File: src/rtl/ddr_lane_delay_sequencer_if.sv
// Request/response handshake between the DDR training logic and the lane delay sequencer.
// The training logic is the master and the sequencer is the slave.
interface ddr_lane_delay_sequencer_if;
    logic       REQ_VALID;
    logic       REQ_READY;
    logic [1:0] REQ_OP;
    logic       REQ_LANE;
    logic       RSP_VALID;
    logic       RSP_ERR;

    modport master (
        output REQ_VALID, REQ_OP, REQ_LANE,
        input  REQ_READY, RSP_VALID, RSP_ERR
    );

    modport slave (
        input  REQ_VALID, REQ_OP, REQ_LANE,
        output REQ_READY, RSP_VALID, RSP_ERR
    );
endinterface

File: src/rtl/ddr_lane_delay_sequencer.sv
// Sequences DQS delay-line LOAD/INC/DEC strobes into the DDR lane controller and
// wraps LOAD in an HS_IO_CLK_PAUSE window. It also tracks the RX/TX tap counts.
module ddr_lane_delay_sequencer #(
    parameter int TAP_W        = 8,
    parameter int MAX_TAP      = 255,
    parameter int LOAD_TAP     = 1,
    parameter int SETUP_CYCLES = 2,
    parameter int HOLD_CYCLES  = 2,
    parameter int PAUSE_CYCLES = 4
) (
    input  logic                 FAB_CLK,
    input  logic                 RESET,
    ddr_lane_delay_sequencer_if.slave train,
    output logic [TAP_W-1:0]     RX_TAP,
    output logic [TAP_W-1:0]     TX_TAP,
    output logic                 DELAY_LINE_SEL,
    output logic                 DELAY_LINE_LOAD,
    output logic                 DELAY_LINE_DIRECTION,
    output logic                 DELAY_LINE_MOVE,
    output logic                 HS_IO_CLK_PAUSE,
    input  logic                 RX_DELAY_LINE_OUT_OF_RANGE,
    input  logic                 TX_DELAY_LINE_OUT_OF_RANGE
);
    localparam int MAX_SH  = (SETUP_CYCLES > HOLD_CYCLES) ? SETUP_CYCLES : HOLD_CYCLES;
    localparam int MAX_CNT = (PAUSE_CYCLES > MAX_SH) ? PAUSE_CYCLES : MAX_SH;
    localparam int CNT_W   = (MAX_CNT > 1) ? $clog2(MAX_CNT) : 1;

    localparam logic [CNT_W-1:0] PAUSE_LD = CNT_W'(PAUSE_CYCLES - 1);
    localparam logic [CNT_W-1:0] SETUP_LD = CNT_W'(SETUP_CYCLES - 1);
    localparam logic [CNT_W-1:0] HOLD_LD  = CNT_W'(HOLD_CYCLES - 1);

    localparam logic [1:0] OP_LOAD = 2'b00;
    localparam logic [1:0] OP_INC  = 2'b01;
    localparam logic [1:0] OP_DEC  = 2'b10;
    localparam logic [1:0] OP_RSVD = 2'b11;

    typedef enum logic [2:0] {IDLE, PAUSE_ON, SETUP, STROBE, HOLD, PAUSE_OFF, RESP} state_t;

    state_t           state, state_nxt;
    logic [CNT_W-1:0] cnt, cnt_nxt;
    logic             err_q, err_nxt;
    logic [1:0]       op_q, op_cur;
    logic             lane_q, lane_cur;
    logic             accept, tap_upd, sel_oor, line_win, pause_win;
    logic [TAP_W-1:0] acc_tap;
    logic             ready_q, rsp_valid_q, rsp_err_q;

    // Requests that would leave the legal tap range never reach the lane controller.
    function automatic logic tap_blocked(input logic [1:0] op, input logic [TAP_W-1:0] tap);
        tap_blocked = (op == OP_RSVD) ||
                      ((op == OP_INC) && (tap == TAP_W'(MAX_TAP))) ||
                      ((op == OP_DEC) && (tap == '0));
    endfunction

    function automatic logic [TAP_W-1:0] tap_step(input logic [1:0] op, input logic [TAP_W-1:0] tap);
        case (op)
            OP_INC:  tap_step = (tap == TAP_W'(MAX_TAP)) ? tap : tap + TAP_W'(1);
            OP_DEC:  tap_step = (tap == '0) ? tap : tap - TAP_W'(1);
            default: tap_step = TAP_W'(LOAD_TAP);
        endcase
    endfunction

    assign train.REQ_READY = ready_q;
    assign train.RSP_VALID = rsp_valid_q;
    assign train.RSP_ERR   = rsp_err_q;

    always_ff @(posedge FAB_CLK) begin
        if (RESET) begin
            state <= IDLE;
            cnt   <= '0;
            err_q <= 1'b0;
        end else begin
            state <= state_nxt;
            cnt   <= cnt_nxt;
            err_q <= err_nxt;
        end
    end

    always_ff @(posedge FAB_CLK) begin
        if (accept) begin
            op_q   <= train.REQ_OP;
            lane_q <= train.REQ_LANE;
        end
    end

    always_comb begin
        state_nxt = state;
        cnt_nxt   = cnt;
        err_nxt   = err_q;
        tap_upd   = 1'b0;
        accept    = train.REQ_VALID && ready_q;
        op_cur    = accept ? train.REQ_OP : op_q;
        lane_cur  = accept ? train.REQ_LANE : lane_q;
        acc_tap   = train.REQ_LANE ? TX_TAP : RX_TAP;
        sel_oor   = lane_q ? TX_DELAY_LINE_OUT_OF_RANGE : RX_DELAY_LINE_OUT_OF_RANGE;
        case (state)
            IDLE: begin
                if (accept) begin
                    err_nxt = 1'b0;
                    if (tap_blocked(train.REQ_OP, acc_tap)) begin
                        state_nxt = RESP;
                        err_nxt   = 1'b1;
                    end else if (train.REQ_OP == OP_LOAD) begin
                        state_nxt = PAUSE_ON;
                        cnt_nxt   = PAUSE_LD;
                    end else begin
                        state_nxt = SETUP;
                        cnt_nxt   = SETUP_LD;
                    end
                end
            end
            PAUSE_ON: begin
                if (cnt == '0) begin
                    state_nxt = SETUP;
                    cnt_nxt   = SETUP_LD;
                end else begin
                    cnt_nxt = cnt - CNT_W'(1);
                end
            end
            SETUP: begin
                if (cnt == '0) state_nxt = STROBE;
                else           cnt_nxt   = cnt - CNT_W'(1);
            end
            STROBE: begin
                state_nxt = HOLD;
                cnt_nxt   = HOLD_LD;
            end
            HOLD: begin
                if (cnt == '0) begin
                    err_nxt = sel_oor;
                    tap_upd = !sel_oor;
                    if (op_q == OP_LOAD) begin
                        state_nxt = PAUSE_OFF;
                        cnt_nxt   = PAUSE_LD;
                    end else begin
                        state_nxt = RESP;
                    end
                end else begin
                    cnt_nxt = cnt - CNT_W'(1);
                end
            end
            PAUSE_OFF: begin
                if (cnt == '0) state_nxt = RESP;
                else           cnt_nxt   = cnt - CNT_W'(1);
            end
            RESP:    state_nxt = IDLE;
            default: state_nxt = IDLE;
        endcase
        line_win  = (state_nxt == SETUP) || (state_nxt == STROBE) ||
                    (state_nxt == HOLD) || (state_nxt == PAUSE_OFF);
        pause_win = (op_cur == OP_LOAD) && (line_win || (state_nxt == PAUSE_ON));
    end

    // Outputs are registered from the next state so they line up with the state they describe.
    always_ff @(posedge FAB_CLK) begin
        if (RESET) begin
            ready_q              <= 1'b0;
            rsp_valid_q          <= 1'b0;
            rsp_err_q            <= 1'b0;
            DELAY_LINE_SEL       <= 1'b0;
            DELAY_LINE_DIRECTION <= 1'b0;
            DELAY_LINE_MOVE      <= 1'b0;
            DELAY_LINE_LOAD      <= 1'b0;
            HS_IO_CLK_PAUSE      <= 1'b0;
            RX_TAP               <= TAP_W'(LOAD_TAP);
            TX_TAP               <= TAP_W'(LOAD_TAP);
        end else begin
            ready_q              <= (state_nxt == IDLE);
            rsp_valid_q          <= (state_nxt == RESP);
            rsp_err_q            <= (state_nxt == RESP) && err_nxt;
            DELAY_LINE_SEL       <= line_win && lane_cur;
            DELAY_LINE_DIRECTION <= line_win && (op_cur == OP_INC);
            DELAY_LINE_MOVE      <= (state_nxt == STROBE) && (op_cur != OP_LOAD);
            DELAY_LINE_LOAD      <= (state_nxt == STROBE) && (op_cur == OP_LOAD);
            HS_IO_CLK_PAUSE      <= pause_win;
            if (tap_upd) begin
                if (lane_q) TX_TAP <= tap_step(op_q, TX_TAP);
                else        RX_TAP <= tap_step(op_q, RX_TAP);
            end
        end
    end
endmodule

File: src/flat_wrapper.sv
// flat-port wrapper written by rule: the top's interface ports become plain ports
module ddr_lane_delay_sequencer_flat 
#(
    parameter int TAP_W        = 8,
    parameter int MAX_TAP      = 255,
    parameter int LOAD_TAP     = 1,
    parameter int SETUP_CYCLES = 2,
    parameter int HOLD_CYCLES  = 2,
    parameter int PAUSE_CYCLES = 4
)
  (FAB_CLK, RESET, RX_TAP, TX_TAP, DELAY_LINE_SEL, DELAY_LINE_LOAD, DELAY_LINE_DIRECTION, DELAY_LINE_MOVE, HS_IO_CLK_PAUSE, RX_DELAY_LINE_OUT_OF_RANGE, TX_DELAY_LINE_OUT_OF_RANGE, train_REQ_VALID, train_REQ_OP, train_REQ_LANE, train_REQ_READY, train_RSP_VALID, train_RSP_ERR);
  ddr_lane_delay_sequencer_if train_i ();
  input  logic FAB_CLK;
  input  logic RESET;
  output logic [TAP_W-1:0] RX_TAP;
  output logic [TAP_W-1:0] TX_TAP;
  output logic DELAY_LINE_SEL;
  output logic DELAY_LINE_LOAD;
  output logic DELAY_LINE_DIRECTION;
  output logic DELAY_LINE_MOVE;
  output logic HS_IO_CLK_PAUSE;
  input  logic RX_DELAY_LINE_OUT_OF_RANGE;
  input  logic TX_DELAY_LINE_OUT_OF_RANGE;
  input wire logic [$bits(train_i.REQ_VALID)-1:0] train_REQ_VALID;
  input wire logic [$bits(train_i.REQ_OP)-1:0] train_REQ_OP;
  input wire logic [$bits(train_i.REQ_LANE)-1:0] train_REQ_LANE;
  output wire logic [$bits(train_i.REQ_READY)-1:0] train_REQ_READY;
  output wire logic [$bits(train_i.RSP_VALID)-1:0] train_RSP_VALID;
  output wire logic [$bits(train_i.RSP_ERR)-1:0] train_RSP_ERR;
  assign train_i.REQ_VALID = train_REQ_VALID;
  assign train_i.REQ_OP = train_REQ_OP;
  assign train_i.REQ_LANE = train_REQ_LANE;
  assign train_REQ_READY = train_i.REQ_READY;
  assign train_RSP_VALID = train_i.RSP_VALID;
  assign train_RSP_ERR = train_i.RSP_ERR;
  ddr_lane_delay_sequencer #(.TAP_W(TAP_W), .MAX_TAP(MAX_TAP), .LOAD_TAP(LOAD_TAP), .SETUP_CYCLES(SETUP_CYCLES), .HOLD_CYCLES(HOLD_CYCLES), .PAUSE_CYCLES(PAUSE_CYCLES)) u_core (.FAB_CLK(FAB_CLK), .RESET(RESET), .train(train_i), .RX_TAP(RX_TAP), .TX_TAP(TX_TAP), .DELAY_LINE_SEL(DELAY_LINE_SEL), .DELAY_LINE_LOAD(DELAY_LINE_LOAD), .DELAY_LINE_DIRECTION(DELAY_LINE_DIRECTION), .DELAY_LINE_MOVE(DELAY_LINE_MOVE), .HS_IO_CLK_PAUSE(HS_IO_CLK_PAUSE), .RX_DELAY_LINE_OUT_OF_RANGE(RX_DELAY_LINE_OUT_OF_RANGE), .TX_DELAY_LINE_OUT_OF_RANGE(TX_DELAY_LINE_OUT_OF_RANGE));
endmodule
File: config.mk
export PLATFORM = sky130hd
export DESIGN_NAME = ddr_lane_delay_sequencer_flat
export DESIGN_NICKNAME = d
export VERILOG_FILES = /design/src/rtl/ddr_lane_delay_sequencer_if.sv /design/src/rtl/ddr_lane_delay_sequencer.sv /design/src/flat_wrapper.sv
export SDC_FILE = /design/constraint.sdc
export NUM_CORES = 1
export LEC_CHECK = 0
export BUFFER_PORTS_ARGS = -buffer_cell sky130_fd_sc_hd__buf_2
export CELL_PAD_IN_SITES_DETAIL_PLACEMENT = 0
export CELL_PAD_IN_SITES_GLOBAL_PLACEMENT = 1
export CORE_ASPECT_RATIO = 1.25
export CORE_MARGIN = 2
export CORE_UTILIZATION = 45
export CTS_CLUSTER_DIAMETER = 120
export DETAILED_ROUTE_END_ITERATION = 16
export PLACE_DENSITY = 0.95
export SKIP_LAST_GASP = 1
export SYNTH_ARGS = -nofsm -noshare
export SYNTH_HDL_FRONTEND = slang
export SYNTH_SLANG_ARGS = --single-unit
File: constraint.sdc
create_clock -name FAB_CLK -period 4.3 [get_ports FAB_CLK]
set_clock_uncertainty 0.05 [all_clocks]
set_input_delay 0.43 -clock FAB_CLK [delete_from_list [all_inputs] [get_ports FAB_CLK]]
set_output_delay 0.43 -clock FAB_CLK [all_outputs]
set_load 0.01 [all_outputs]
==> summary.md, run 1 <==
| Metric | Value |
|---|---|
| Core ar. | 4690 sq um |
| Register bit total from synthesis | 33 |
| Global-route wire length before repair | between 8000 and 9000 um |
| Largest net degree at the start of global routing | 26 |
| Filler cells | between 400 and 500 |
| Syn_area_per_cell | 7.83 sq um |
| Resized cells post-CTS | 0 |
| Routed WL per cell | 14.0 um |
| Vias in the first global route | 1843 |
| Sequential share of the synthesized area | 30.3% |
| Worst VDD drop | about 0.31 mV |
| Slew HR | 48.7% |
| Hold Fails Final Rpt | 0 |
| Status | complete, no violations |
| Cell Area, Synth | 2180 sq um |
| Htree depth | 2 |
| Fin crit period | 2.90 ns |
| Clock latency on the worst-skew pair | 0.28 ns |
| Switching Share | 41.7% |
| Synth async-reset ratio | 0% |
| Total CTS buffers | 5 |
| Seq pwr share | 29.8% |
| CP required | 4.46 ns |
| Nets@finish | 331 |
| Ys flop type | dfxtp_1 |
| Leak | between 1 and 1.5 nW |
| Overall routing resource usage | around 20% |
| CP Class | reg -> reg |
| Count of buffers from port buffering | 31 |
| Final GP Congestion | ~1 |
| Fmax | 345 MHz |
| Std-Cell Rows | 28 |
| Worst slew pin tran | about 0.77 ns |
| Netlist cell types | 47 |
| Ys Warns | 0 |
| WP data arrival | 3.06 ns |
| Crit start category | register |
| I/O pin count | 32 |
| CP Capture Type | register |
| Sw power | 0.574 mW |
| RSZ-0062 raised after global routing | false |
| Antenna fix cells | 0 |
| Max Slew Vio Count | 0 |
| Initial antenna violation count | 0 |
| Vias per cell | 5.67 |
| Internal power | 0.802 mW |
| P&R area growth vs syn | 12.9% |
| Die area | ~5400 sq um |
| Clock Path Buffers | 2 |
| DPL Wire Length | 3780 um |
| Detailed Routing Iterations Pass 1 | 5 |
| Post-Route WL | 5110 um |
| Syn Inst Count | 278 |
| Net Count, Synth | 305 |
| Post-synth EDFFs | 0 |
| Post-route ant nets | 0 |
| Layout cells sized above 1 | around 15% |
| Pwr/cell area | ~560 nW/um^2 |
| Drc violations | 0 |
| Initial Util | 46.4% |
| Overall die height | slightly above 80 um |
| Crit-path cells | inv_1 > ha_1 > ha_1 > a21oi_1 > o211ai_1 > o41ai_1 > xnor2_1 > mux2_2 > a21oi_1 |
| Critical path's slowest cell | ha_1 |
| CTS tree | yes |
| CTS root buf | clkbuf_8 |
| Grt ovf | 0 |
| Class of the worst hold path | in -> reg |
| Max_cap viols | 0 |
| # clock sinks | 33 |
| Period utilisation layout | 67.4% |
| Largest cells by area after synthesis | dfxtp_1 (30%), ha_1 (9.8%), nand2_1 (6.7%) |
| Clk slew on worst S/H paths | around 0.07 ns |
| Setup violations, final | 0 |
| Cell taking the most area after synthesis | dfxtp_1 |
| Combinational fraction of design power | 48.3% |
| Crit-path max FO | 18 |
| Via Count | 2071 |
| Setup bufs post-CTS | 0 |
| Share of Yosys cell area claimed by the top area cell type | 30.3% |
| Fin Setup TNS | 0 ns |
| Power Total | ~1.4 mW |
| DR iter-0 viols | 145 |
| Die Wd | 66.2 um |
| Clk network pwr share | a little over a fifth |
| Hold_buf cts | 0 |
| Max incr delay on CP | 0.68 ns |
## logic make-up (layout without fill, tap and decap cells)
family	after synthesis	after routing	synth area share (%)
and+or+nand+nor	119	119	27.6
AOI/OAI and AO/OA	64	64	18.2
DFF	33	33	30.3
buffers and inverters	28	55	5.81
adders and majority gates	19	19	11.6
xor gates and xnor gates	10	10	4.02
muxes	5	5	2.36
## Yosys cell counts (2+ instances only)
cell / instances
nor4_1: 6
buf_6: 2
clkbuf_1: 7
and2_1: 4
nor4b_1: 3
mux2i_1: 4
nor3_1: 4
o211ai_1: 8
nand3_1: 23
o21ai_0: 14
and4_1: 3
nand4b_1: 2
xnor2_1: 7
xor2_1: 3
a31oi_1: 4
fa_1: 2
nand2_1: 39
nor2_1: 21
a21boi_0: 2
inv_1: 16
nand4_1: 4
a21oi_1: 24
buf_2: 2
nand3b_1: 2
ha_1: 17
o41ai_1: 2
dfxtp_1: 33
## final timing paths
check	start	end	slack [ns]	cells after the start
setup / recovery	u_core.op_q[0]	u_core.RX_TAP[7]	1.40	9
hold / removal	train_REQ_LANE	u_core.lane_q	0.41	3
setup reg to reg	u_core.op_q[0]	u_core.RX_TAP[7]	1.40	9
hold reg to reg	u_core.cnt[1]	u_core.cnt[1]	0.45	2
## layout by cell type, fill, tap and decap left out, types with 4 or more instances in the layout
| cell type | count |
|---|---|
| dfxtp_1 | 33 |
| mux2i_1 | 4 |
| nor3_1 | 4 |
| nor4_1 | 6 |
| clkbuf_8 | 6 |
| nand4_1 | 4 |
| buf_2 | 31 |
| o21ai_0 | 14 |
| nand2_1 | 39 |
| a21oi_1 | 24 |
| inv_1 | 16 |
| o211ai_1 | 8 |
| xnor2_1 | 7 |
| and2_1 | 4 |
| a31oi_1 | 4 |
| nand3_1 | 23 |
| ha_1 | 17 |
| nor2_1 | 21 |
## stage by stage
step | util, % | instances | instance area [sq um] | setup WS [ns] | hold slack, ns
6_report | 52.3 | 365 | 2460 | 1.40 | 0.407
5_1_grt | 52.3 | 365 | 2460 | 1.20 | 0.425
4_1_cts | 52.3 | 365 | 2460 | 1.40 | 0.386
3_5_place_dp | 49.9 | 357 | 2340 | 1.43 | 0.427
3_3_place_gp | 49.9 | 357 | 2340 | 1.48 | 0.422
2_1_floorplan | - | 278 | 2180 | 1.74 | 0.405
## critical path, delay by kind of cell, from the launching register on
kind / cells / cell delay (ns)
adder cells (fa/ha/maj): 2 / 1.04
XOR/XNOR: 1 / 0.17
buffers and inverters: 1 / 0.12
flip-flops: 1 / 0.32
multiplexers: 1 / 0.35
AO/OA/AOI/OAI: 4 / 0.79
## power by group through the flow
stage | combinational [mW] | sequential [mW] | clock, mW
finish | 0.665 | 0.410 | 0.302
global route | 0.747 | 0.417 | 0.328
CTS | 0.663 | 0.409 | 0.312
detailed placement | 0.659 | 0.416 | 0
global placement | 0.650 | 0.414 | 0
floorplan | 0.557 | 0.398 | 0
## area by class of cell
cell class / instances / area [sq um] / share of cell area (%)
Sequential cell: 33 / 661 / 26.9
Inverter: 16 / 60.1 / 2.44
Clock inverter: 1 / 30.0 / 1.22
Clock buffer: 7 / 86.3 / 3.51
Timing Repair Buffer: 31 / 155 / 6.31
Multi-Input combinational cell: 217 / 1390 / 56.6
Tap cell: 60 / 75.1 / 3.05
## layer usage
layer / track usage [%] / wire length [um] / vias to the layer above
li1: - / - / 1051
met1: 23.5 / 2200 / 950
met2: 35.5 / 2580 / 58
met3: 3.70 / 236 / 12
met4: 7.55 / 90 / 0
met5: 0 / 0 / -
## sequential cells by signal, indices dropped and copies added, names as in the netlist
| signal | count |
|---|---|
| u_core.train.RSP_VALID | 1 |
| u_core.TX_TAP | 8 |
| u_core.HS_IO_CLK_PAUSE | 1 |
| u_core.op_q | 2 |
| u_core.train.REQ_READY | 1 |
| u_core.state | 3 |
| u_core.lane_q | 1 |
| u_core.train.RSP_ERR | 1 |
| u_core.err_q | 1 |
| u_core.DELAY_LINE_LOAD | 1 |
| u_core.RX_TAP | 8 |
| u_core.DELAY_LINE_SEL | 1 |
| u_core.DELAY_LINE_DIRECTION | 1 |
| u_core.cnt | 2 |
| u_core.DELAY_LINE_MOVE | 1 |
Power figures use the tool's default switching activity.
==> inputs of run 2 (changes only) <==
CORE_UTILIZATION = 38   (was 45)
PLACE_DENSITY = 0.88   (was 0.95)
clock period = 2.55 ns   (was 4.3 ns; I/O delays follow)
==> summary.md, run 2 (synthesis gave the netlist of run 1 again) <==
| Metric | Value |
|---|---|
| Vias in the first global route | 1924 (was 1843) |
| Grt ovf | 0 (unchanged) |
| Clk network pwr share | 17.3% (was 22.0%) |
| DPL Wire Length | 3950 um (was 3780 um) |
| Die area | 6350 sq um (was 5410 sq um) |
| Design area | 2480 sq um (was 2460 sq um) |
| Crit start category | register (unchanged) |
| Fmax | 421 MHz (was 345 MHz) |
| Commonest non-fill, non-tap cell in the layout | nand2_1 (unchanged) |
| Initial Util | 39.7% (was 46.4%) |
| Crit-path max FO | 12 (was 18) |
| CP Class | reg -> reg (unchanged) |
| Crit. Startpoint | u_core.op_q[0] (unchanged) |
| Std-Cell Rows | 30 (was 28) |
| Final core occ | 45.3% (was 52.3%) |
| Combinational fraction of design power | 52.7% (was 48.3%) |
| Power Total | 2.28 mW (was 1.38 mW) |
| Post-route ant nets | 0 (unchanged) |
| Hold Fails Final Rpt | 0 (unchanged) |
| Clk slew on worst S/H paths | 0.07 ns (about the same) |
| Reg2Reg Depth | 9 (unchanged) |
| Max_cap viols | 0 (unchanged) |
| Antenna fix cells | 0 (unchanged) |
| Routed WL per cell | 14.3 um (was 14.0 um) |
| Drc violations | 0 (unchanged) |
| Post-Route WL | 5330 um (was 5110 um) |
| P&R area growth vs syn | 14.0% (was 12.9%) |
| Core ar. | 5480 sq um (was 4690 sq um) |
| CP required | 2.72 ns (was 4.46 ns) |
| Max Slew Vio Count | 0 (unchanged) |
| Initial antenna violation count | 0 (unchanged) |
| Status | complete, no violations (unchanged) |
| DR iter-0 viols | 66 (was 145) |
| Leak | 1.03 nW (was 1.02 nW) |
| Worst VDD drop | 0.444 mV (was 0.314 mV) |
| Commonest non-fill, non-tap cells in the layout | nand2_1 (39), dfxtp_1 (33), buf_2 (31) (unchanged) |
| Global-route wire length before repair | 8810 um (was 8360 um) |
| Vias per cell | 5.53 (was 5.67) |
| Setup violations, final | 0 (unchanged) |
| Count of buffers from port buffering | 31 (unchanged) |
| WP data arrival | 2.54 ns (was 3.06 ns) |
| Slew HR | 67.4% (was 48.7%) |
| Final GP Congestion | 0.867 (was 0.975) |
| Largest net degree at the start of global routing | 26 (unchanged) |
| FF-to-FF setup slack | 0.18 ns (was 1.40 ns) |
| CTS root buf | clkbuf_8 (unchanged) |
| Class of the worst hold path | in -> reg (unchanged) |
| Internal power | 1.27 mW (was 0.802 mW) |
| Clock latency on the worst-skew pair | 0.29 ns (was 0.28 ns) |
| Reg-to-reg critical path startpoint | u_core.op_q[0] (unchanged) |
| Sw power | 1.01 mW (was 0.574 mW) |
| Overall routing resource usage | 17.5% (was 19.9%) |
| Layout cells sized above 1 | 17.2% (was 15.1%) |
| Total CTS buffers | 5 (unchanged) |
| Htree depth | 2 (unchanged) |
| I/O pin count | 32 (unchanged) |
| # clock sinks | 33 (unchanged) |
| Period utilisation layout | 93.1% (was 67.4%) |
| Placed cell areas | 2380 sq um (was 2340 sq um) |
| Nets@finish | 335 (was 331) |
| Seq pwr share | 30.0% (was 29.8%) |
| Clock Path Buffers | 2 (unchanged) |
| Switching Share | 44.4% (was 41.7%) |
| CTS tree | yes (unchanged) |
| End of the critical path | u_core.RX_TAP[7] (unchanged) |
| Largest regs | u_core.RX_TAP (8), u_core.TX_TAP (8), u_core.state (3) (unchanged) |
| Via Count | 2064 (was 2071) |
| Fin crit period | 2.37 ns (was 2.90 ns) |
| Final worst slack | 0.177 ns (was 1.40 ns) |
| Die Wd | 71.7 um (was 66.2 um) |
| Detailed Routing Iterations Pass 1 | 4 (was 5) |
| Pwr/cell area | 918 nW/um^2 (was 560 nW/um^2) |
| CP Capture Type | register (unchanged) |
| Post-route insts no fill | 373 (was 365) |
| Overall die height | 88.6 um (was 81.8 um) |
| Place WS | 0.0536 ns (was 1.43 ns) |
| Worst slew pin tran | 0.490 ns (was 0.770 ns) |
| Post-Place Cells | 365 (was 357) |
| FF-to-FF End | u_core.RX_TAP[7] (unchanged) |
==> run 2: changes by cell type in the layout (fill, tap and decap cells not counted), sizes merged <==
cell	delta
clkinv	+2
clkbuf	-2
clkinvlp	+1
bufinv	-1
buf	+4
==> run 2: what timing repair did <==
item,CTS,global route
endpoints found under the setup margin,0,3
setup buffers,0,0
resized for setup,0,2
hold buffers,0,0
==> run 2: metrics by stage <==
| step | setup TNS, ns | hold WS [ns] |
|---|---|---|
| 3_3_place_gp | 0 | 0.417 |
| 5_1_grt | -0.00878 | 0.191 |
| 6_report | 0 | 0.203 |
| 2_1_floorplan | 0 | 0.317 |
| 4_1_cts | 0 | 0.184 |
| 3_5_place_dp | 0 | 0.436 |
==> run 2: power by group through the flow <==
stage | clock network [mW] | registers [mW] | logic, mW
after floorplan | 0 | 0.672 | 0.942
after global placement | 0 | 0.689 | 1.15
after detailed placement | 0 | 0.690 | 1.17
after CTS | 0.403 | 0.679 | 1.18
after global routing | 0.420 | 0.695 | 1.35
final | 0.394 | 0.683 | 1.20
==> run 2: routing by layer <==
layer,wire [um],track usage (%),share of wire (%),vias up
li1,-,-,-,1060
met1,2390,20.6,45,960
met2,2690,31.6,50,39
met3,189,3.19,3.5,5
met4,64,6.86,1.2,0
met5,0,0,0,-
==> run 2: worst min-delay path by stage <==
stage          cells after the start        endpoint  slack (ns)             from
2_1_floorplan                      2   u_core.lane_q        0.32   train_REQ_LANE
3_3_place_gp                       2   u_core.cnt[1]        0.42    u_core.cnt[1]
3_5_place_dp                       2   u_core.cnt[1]        0.44    u_core.cnt[1]
4_1_cts                            3  u_core.op_q[0]        0.18  train_REQ_OP[0]
5_1_grt                            3  u_core.op_q[0]        0.19  train_REQ_OP[0]
6_report                           3  u_core.op_q[1]        0.20  train_REQ_OP[1]
==> run 2: worst max-delay path, stage by stage, from the launching register on <==
cell and delay [ns]:
dfxtp_1 0.32, inv_1 0.15, ha_4 0.25, ha_1 0.25
a21oi_1 0.19, o211ai_1 0.15, o41ai_2 0.27, xnor2_1 0.17
mux2_2 0.35, a21oi_1 0.14
==> run 2: area by class of cell <==
cell class	count	area [sq um]
clock inverters	3	17.5
well taps	64	80.1
inverters	16	60.1
repair buffers	35	185
clock buffers	5	68.8
flip-flops and latches	33	661
multi-input cells	217	1410
fillers	555	3000
